--- src/rtl/regfile_mp.sv ---
// Multi-port register file: NREAD combinational read ports, two prioritised
// write ports, optional write-to-read bypass, optional hard-wired zero entry,
// and a one-entry-per-cycle clear sweep that zeroes the array without a reset.
module regfile_mp #(
  parameter int unsigned DATA_W   = 32,
  parameter int unsigned ADDR_W   = 5,
  parameter int unsigned NREAD    = 2,
  parameter int unsigned ZERO_REG = 1,
  parameter int unsigned BYPASS   = 1
) (
  input  logic                      i_clk,
  input  logic                      i_reset,
  input  logic [NREAD*ADDR_W-1:0]   i_raddr,
  output logic [NREAD*DATA_W-1:0]   o_rdata,
  input  logic                      i_wen0,
  input  logic [ADDR_W-1:0]         i_waddr0,
  input  logic [DATA_W-1:0]         i_wdata0,
  input  logic                      i_wen1,
  input  logic [ADDR_W-1:0]         i_waddr1,
  input  logic [DATA_W-1:0]         i_wdata1,
  input  logic                      i_clr_req,
  output logic                      o_clr_busy,
  output logic                      o_clr_done
);

  localparam int unsigned         DEPTH      = 2 ** ADDR_W;
  localparam logic [ADDR_W-1:0]   CNT_LAST   = ADDR_W'(DEPTH - 1);
  localparam logic [ADDR_W-1:0]   CNT_PENULT = ADDR_W'(DEPTH - 2);

  typedef enum logic {StIdle, StClear} state_e;

  state_e              r_state;
  logic [ADDR_W-1:0]   r_cnt;
  logic                r_busy;
  logic                r_done;
  logic [DATA_W-1:0]   r_mem [DEPTH];

  logic                w_we0;
  logic                w_we1;
  logic [ADDR_W-1:0]   w_ra;
  logic [DATA_W-1:0]   w_rd;

  // Writes aimed at the zero entry are dropped when it is hard-wired.
  assign w_we0 = i_wen0 && !((ZERO_REG != 0) && (i_waddr0 == '0));
  assign w_we1 = i_wen1 && !((ZERO_REG != 0) && (i_waddr1 == '0));

  assign o_clr_busy = r_busy;
  assign o_clr_done = r_done;

  // Array update: sweep clear first, then port 0, then port 1, so the last
  // non-blocking assignment to an entry wins (port 1 > port 0 > sweep).
  always_ff @(posedge i_clk) begin
    if (i_reset) begin
      for (int i = 0; i < int'(DEPTH); i++) begin
        r_mem[i] <= '0;
      end
    end else begin
      if (r_state == StClear) begin
        r_mem[r_cnt] <= '0;
      end
      if (w_we0) begin
        r_mem[i_waddr0] <= i_wdata0;
      end
      if (w_we1) begin
        r_mem[i_waddr1] <= i_wdata1;
      end
    end
  end

  // Clear sweep FSM; busy/done are registered and line up with the sweep cycles.
  always_ff @(posedge i_clk) begin
    if (i_reset) begin
      r_state <= StIdle;
      r_cnt   <= '0;
      r_busy  <= 1'b0;
      r_done  <= 1'b0;
    end else begin
      case (r_state)
        StIdle: begin
          r_done <= 1'b0;
          if (i_clr_req) begin
            r_state <= StClear;
            r_cnt   <= '0;
            r_busy  <= 1'b1;
          end
        end
        StClear: begin
          if (r_cnt == CNT_LAST) begin
            r_state <= StIdle;
            r_cnt   <= '0;
            r_busy  <= 1'b0;
            r_done  <= 1'b0;
          end else begin
            r_cnt  <= r_cnt + 1'b1;
            // Done is high during the cycle in which the last entry is cleared.
            r_done <= (r_cnt == CNT_PENULT);
          end
        end
        default: begin
          r_state <= StIdle;
          r_cnt   <= '0;
          r_busy  <= 1'b0;
          r_done  <= 1'b0;
        end
      endcase
    end
  end

  // Combinational read ports with optional bypass; the zero entry overrides all.
  always_comb begin
    o_rdata = '0;
    w_ra    = '0;
    w_rd    = '0;
    for (int k = 0; k < int'(NREAD); k++) begin
      w_ra = i_raddr[k*ADDR_W +: ADDR_W];
      w_rd = r_mem[w_ra];
      if (BYPASS != 0) begin
        if (i_wen1 && (i_waddr1 == w_ra)) begin
          w_rd = i_wdata1;
        end else if (i_wen0 && (i_waddr0 == w_ra)) begin
          w_rd = i_wdata0;
        end
      end
      if ((ZERO_REG != 0) && (w_ra == '0)) begin
        w_rd = '0;
      end
      o_rdata[k*DATA_W +: DATA_W] = w_rd;
    end
  end

endmodule
--- config.mk ---
export PLATFORM = sky130hd
export DESIGN_NAME = regfile_mp
export DESIGN_NICKNAME = d
export VERILOG_FILES = /design/src/rtl/regfile_mp.sv
export SDC_FILE = /design/constraint.sdc
export NUM_CORES = 2
export LEC_CHECK = 0
export CORE_UTILIZATION = 45
export CTS_BUF_LIST = sky130_fd_sc_hd__clkbuf_16
export DETAILED_ROUTE_END_ITERATION = 7
export SETUP_SLACK_MARGIN = 0.2
export SYNTH_ARGS = -nofsm -noshare
export SYNTH_HDL_FRONTEND = slang
export SYNTH_SLANG_ARGS = --single-unit
--- constraint.sdc ---
create_clock -name i_clk -period 7.6 [get_ports i_clk]
set_clock_uncertainty 0.15 [all_clocks]
set_input_delay 1.14 -clock i_clk [delete_from_list [all_inputs] [get_ports i_clk]]
set_output_delay 1.14 -clock i_clk [all_outputs]
set_load 0.02 [all_outputs]
### Word-level counts from Yosys, hierarchy flattened

Memory sizes are Yosys's and may differ from the RTL's.
Cells that the tools add are included.

| word-level totals | value |
|---|---|
| flip-flop bits (word level) | 8 |
| RAM bits | 1024 |
| input bits | 89 |
| output and inout bits | 66 |
| logic and storage cells | 68 |
| memories kept | 1 |

Memories:

| memory | words | bits a word | read ports | clocked after Yosys merged registers in | write ports | line | source |
|---|---|---|---|---|---|---|---|
| r_mem | 32 | 32 | 2 | 0 | 32 | 36 | `logic [DATA_W-1:0] r_mem [DEPTH];` |

| operators by class | value |
|---|---|
| $add $sub $neg | 1 |
| equal/unequal tests | 8 |
| multiplexer cells | 37 |
| bitwise gates (word level) | 1 |
| reduce and logical (&&, ||, !) cells | 16 |

Operators by type and width:

| operator | count |
|---|---|
| $mux W32 | 9 |
| $reduce_or A32 Y1 | 3 |
| $mux W5 | 5 |
| $eq A5 B5 Y1 | 4 |
| $logic_not A5 Y1 | 4 |
| $mux W1 | 19 |
| $eq A5 B5 Y1 const B | 2 |
| $pmux W5 S2 | 1 |
| $logic_and A1 B1 Y1 | 6 |
| $pmux W1 S2 | 3 |
| $add A5 B1 Y5 const B | 1 |
| $logic_not A1 Y1 | 2 |
| $ne A2 B1 Y1 const B | 1 |
| $ne A2 B2 Y1 const B | 1 |
| $reduce_and A2 Y1 | 1 |
| $not A1 Y1 | 1 |

### Longest topological paths before layout

| depth | value |
|---|---|
| depth in word-level cells | 8 |
| depth in mapped cells | 10 |
| mapped depth without buffers | 7 |

### Worst setup path before layout

OpenSTA, ideal clock, no wires.

| timing path | value |
|---|---|
| path kind | in2out |
| start point | input i_raddr[0] |
| end point | output o_rdata[21] |
| arrival time | 2.934 ns |
| required time | 6.310 ns |
| slack | 3.376 ns |
| stages | 9 |
| buffers on the path | 4 |
| path through | buf_6 buf_6 buf_6 buf_2 mux4_2 nand2_1 o211a_1 nor4_1 a221o_1 |

| between the ends | value |
|---|---|
| cells in the longest elaborated chain, start to end | 5 |
| elaborated cells on any way between the ends | 9 |
| those cells by class | eq/ne (2); mux (3); reduce/logical (3); memory (1) |

Ends and longest elaborated chain:

| what | line | source |
|---|---|---|
| from (decl) | 13 | `input logic [NREAD*ADDR_W-1:0] i_raddr,` |
| parallel branches: the longest is 4 deep, another holds $mem_v2 Z32 W32 | -- |  |
| $mux W32 (*) | 124 | `if ((ZERO_REG != 0) && (w_ra == '0)) begin` |
| to (decl) | 14 | `output logic [NREAD*DATA_W-1:0] o_rdata,` |

Every way passes the cells marked *.

### Final worst setup path

| timing path | value |
|---|---|
| start point | input i_raddr[2] |
| end point | output o_rdata[13] |

The elaborated chain is that of the path after synthesis.

==> metrics.txt <==
# TYPE chip_impl_metric gauge
chip_impl_info{name="start_kind",value="primary input"} 1
chip_impl_metric{name="cp_data_arrival_time",unit="ns"} 5.40
chip_impl_metric{name="ctsHtreeMaxLevel",unit=""} 3
chip_impl_metric{name="timing.reg2reg.worst_path_depth",unit=""} 6
chip_impl_metric{name="hold_buffers",unit=""} 0
chip_impl_metric{name="ctsLongestPathBuffers",unit=""} 3
chip_impl_metric{name="ffs_latches_synth",unit=""} 1032
chip_impl_info{name="critical_path.slowest_cell",value="buf_2"} 1
chip_impl_metric{name="drt-wirelength-per-cell",unit="um"} 40.1
chip_impl_metric{name="cts_sinks",unit=""} 1032
chip_impl_metric{name="globalRoute.totalOverflow",unit=""} 0
chip_impl_metric{name="netlist_instances",unit=""} 4283
chip_impl_metric{name="worst_pin_slew",unit="ns"} 1.34
chip_impl_metric{name="grt_first_pass_wirelength",unit="um"} 330000
chip_impl_metric{name="clkTransAtPathRegs",unit="ns"} 0.06
chip_impl_metric{name="max_freq",unit="GHz"} 0.149
chip_impl_metric{name="synthDistinctLibCells",unit=""} 57
chip_impl_metric{name="synth-warning-count",unit=""} 0
chip_impl_info{name="rsz0062_at_grt",value="false"} 1
chip_impl_info{name="path_class",value="in2out"} 1
chip_impl_info{name="tritoncts_clock_tree",value="yes"} 1
chip_impl_metric{name="min_delay_path_depth",unit=""} 2
chip_impl_info{name="clock_tree.root_cell",value="clkbuf_16"} 1
chip_impl_metric{name="port_buffers",unit=""} 154
chip_impl_metric{name="postSynth.asyncResetShare",unit="%"} 0
chip_impl_metric{name="syn-cell-area",unit="um2"} 60600
chip_impl_metric{name="antenna_left",unit=""} 0
chip_impl_metric{name="layoutNonFillerInstCount",unit=""} 5944
chip_impl_info{name="synth-main-ff-cell",value="edfxtp_1"} 1
chip_impl_metric{name="antenna_found_initial",unit=""} 9
chip_impl_metric{name="detailedRoute.firstIterationViolations",unit=""} 7144
chip_impl_metric{name="start_util",unit="%"} 45.4
chip_impl_metric{name="synth_seq_area_share",unit="%"} 51.0
chip_impl_metric{name="p_per_area",unit="nW/um2"} 212
chip_impl_metric{name="router_iterations_before_antenna_repair",unit=""} 6
chip_impl_metric{name="cts_resized",unit=""} 0
chip_impl_metric{name="fraction_of_final_layout_cells_with_drive_strength_greater_than_1",unit="%"} 23.7
chip_impl_metric{name="numPlacedInstances",unit=""} 5738
chip_impl_metric{name="post-route-period-util",unit="%"} 88.0
chip_impl_metric{name="placement_rows",unit=""} 134
chip_impl_metric{name="maxSlewViolCount",unit=""} 0
chip_impl_info{name="outcome",value="finished clean"} 1
chip_impl_metric{name="tritoncts.num_buffers",unit=""} 113
chip_impl_metric{name="hold-worst-slack",unit="ns"} 0.314
chip_impl_info{name="cp_cell_sequence",value="buf_2 -> and3b_1 -> buf_4 -> a221oi_1 -> o211a_1 -> nor4_1 -> a221o_1 -> clkdlybuf4s50_1"} 1
chip_impl_metric{name="static_leakage",unit="nW"} 23.1
chip_impl_metric{name="post-layout-total-power",unit="mW"} 14.2
chip_impl_metric{name="synth-edff-count",unit=""} 1024
chip_impl_metric{name="detailedPlacementHpwl",unit="um"} 142000
chip_impl_metric{name="cts_setup_buffers",unit=""} 0
chip_impl_metric{name="report.final.hold_viol_count",unit=""} 0
chip_impl_metric{name="setup-tns-final",unit="ns"} 0
chip_impl_metric{name="timing.final.setup_violations",unit=""} 0
chip_impl_metric{name="area_growth",unit="%"} 10.7
chip_impl_metric{name="place_congestion",unit=""} 0.941
chip_impl_metric{name="final_period_minus_worst_setup_slack",unit="ns"} 6.69
chip_impl_metric{name="maxCapViolations",unit=""} 0
chip_impl_metric{name="num_vias",unit=""} 45200
chip_impl_info{name="final_common_cell",value="a22o_1"} 1
chip_impl_metric{name="peakVddDrop",unit="V"} 0.000191
chip_impl_metric{name="chipWidth",unit="um"} 369
chip_impl_metric{name="drc",unit=""} 0
chip_impl_metric{name="grt_max_degree",unit=""} 83
chip_impl_info{name="worst_setup_path_end_kind",value="output port"} 1
chip_impl_info{name="worstHoldPathType",value="reg2reg"} 1
chip_impl_metric{name="largest_stage_delay_on_the_critical_path",unit="ns"} 0.86
chip_impl_metric{name="core",unit="um2"} 133000
chip_impl_metric{name="post_route_utilization",unit="%"} 50.3
chip_impl_metric{name="timing.critical_path.fanout_max",unit=""} 27
chip_impl_metric{name="finalNetCount",unit=""} 4179
chip_impl_metric{name="vertical_die_dimension",unit="um"} 369
chip_impl_metric{name="synth.avg_cell_area",unit="um2"} 14.1
chip_impl_metric{name="total_length_of_routed_wires",unit="um"} 238000
chip_impl_metric{name="relative_slew_margins",unit="%"} 10.3
chip_impl_metric{name="via_per_inst",unit=""} 7.60
chip_impl_info{name="layout.cells.most_common_list",value="a22o_1 (1036), edfxtp_1 (1024), mux4_2 (390)"} 1
chip_impl_metric{name="floorplan.io_pins",unit=""} 155
chip_impl_metric{name="critical_path_required",unit="ns"} 6.31
chip_impl_metric{name="clk_latency",unit="ns"} 0.73
chip_impl_metric{name="first_global_vias",unit=""} 43300
chip_impl_metric{name="fp.dieArea",unit="um2"} 136000
chip_impl_metric{name="grtUsageTotal",unit="%"} 34.2
power breakdown:
group	total [mW]	switching, mW	internal [mW]
Combinational	2.17	1.34	0.829
Clock	5.30	2.39	2.91
Sequential	6.74	0.152	6.58
Total	14.2	3.88	10.3
registers in the layout, summed over array words and instances, names as in the netlist:
register	flops
r_mem	1024
o_clr_done	1
r_cnt	5
r_state	1
o_clr_busy	1
Yosys cell counts, types with 12 or more instances:
library cell  count  share of area (%)
a221o_1          63                1.0
clkbuf_1        430                2.7
a211oi_2         17               0.35
mux2_2          118                2.2
buf_2           150                1.2
nor3_1           32               0.26
buf_4            30               0.37
mux4_2          390                 14
nand2_1         165                1.0
buf_1            60               0.37
o221ai_1         62               0.90
a221oi_1         58               0.84
nor2_1          100               0.62
xnor2_1          12               0.17
buf_6            20               0.37
a211oi_1         49               0.61
o21ai_0          19               0.16
edfxtp_1       1024                 51
nor4_1           61               0.63
o211a_1          58               0.96
nor3b_1          17               0.21
mux2i_1         193                3.2
a22o_1         1036                 15
critical path: cells and delay by family:
kind            cells  cell delay [ns]
compound gates      3             0.72
buf+inv             3             1.87
simple gates        2             1.64
metal layers:
layer | vias to the layer above | track usage (%) | part of all wire, %
li1 | 17600 | - | -
met2 | 3559 | 52.0 | 45
met5 | - | 0 | 0.0029
met1 | 23400 | 45.4 | 37
met3 | 599 | 10.6 | 14
met4 | 2 | 14.4 | 4.5
final timing paths:
path              slack (ns)          end        from
hold reg to reg         0.31   o_clr_busy  o_clr_busy
setup / recovery        0.91  o_rdata[13]  i_raddr[2]
hold / removal          0.31   o_clr_busy  o_clr_busy
setup reg to reg        4.20  r_mem[1][2]     r_state
metrics by stage:
step / area, um2 / worst slack (ns)
global route: 67100 / 1.00
detailed placement: 63700 / 1.18
global placement: 63700 / 1.20
finish: 67100 / 0.910
floorplan: 60700 / 3.38
CTS: 67100 / 1.16
layout make-up:
type	count	area, um2
Antenna cell	4	10.0
Clock buffer	115	2880
Clock inverter	87	532
Fill cell	11300	66400
Inverter	7	26.3
Multi-Input combinational cell	2584	27400
Sequential cell	1032	30900
Tap cell	1768	2210
Timing Repair Buffer	347	3150
logic make-up after synthesis:
family	share of synthesized area (%)
compound gates	20.1
xor+xnor	0.289
fa+ha+maj	0.103
buf+inv	5.07
flops	51.0
mux	19.9
other cells	0.00619
simple gates	3.50
Power figures use the tool's default switching activity.
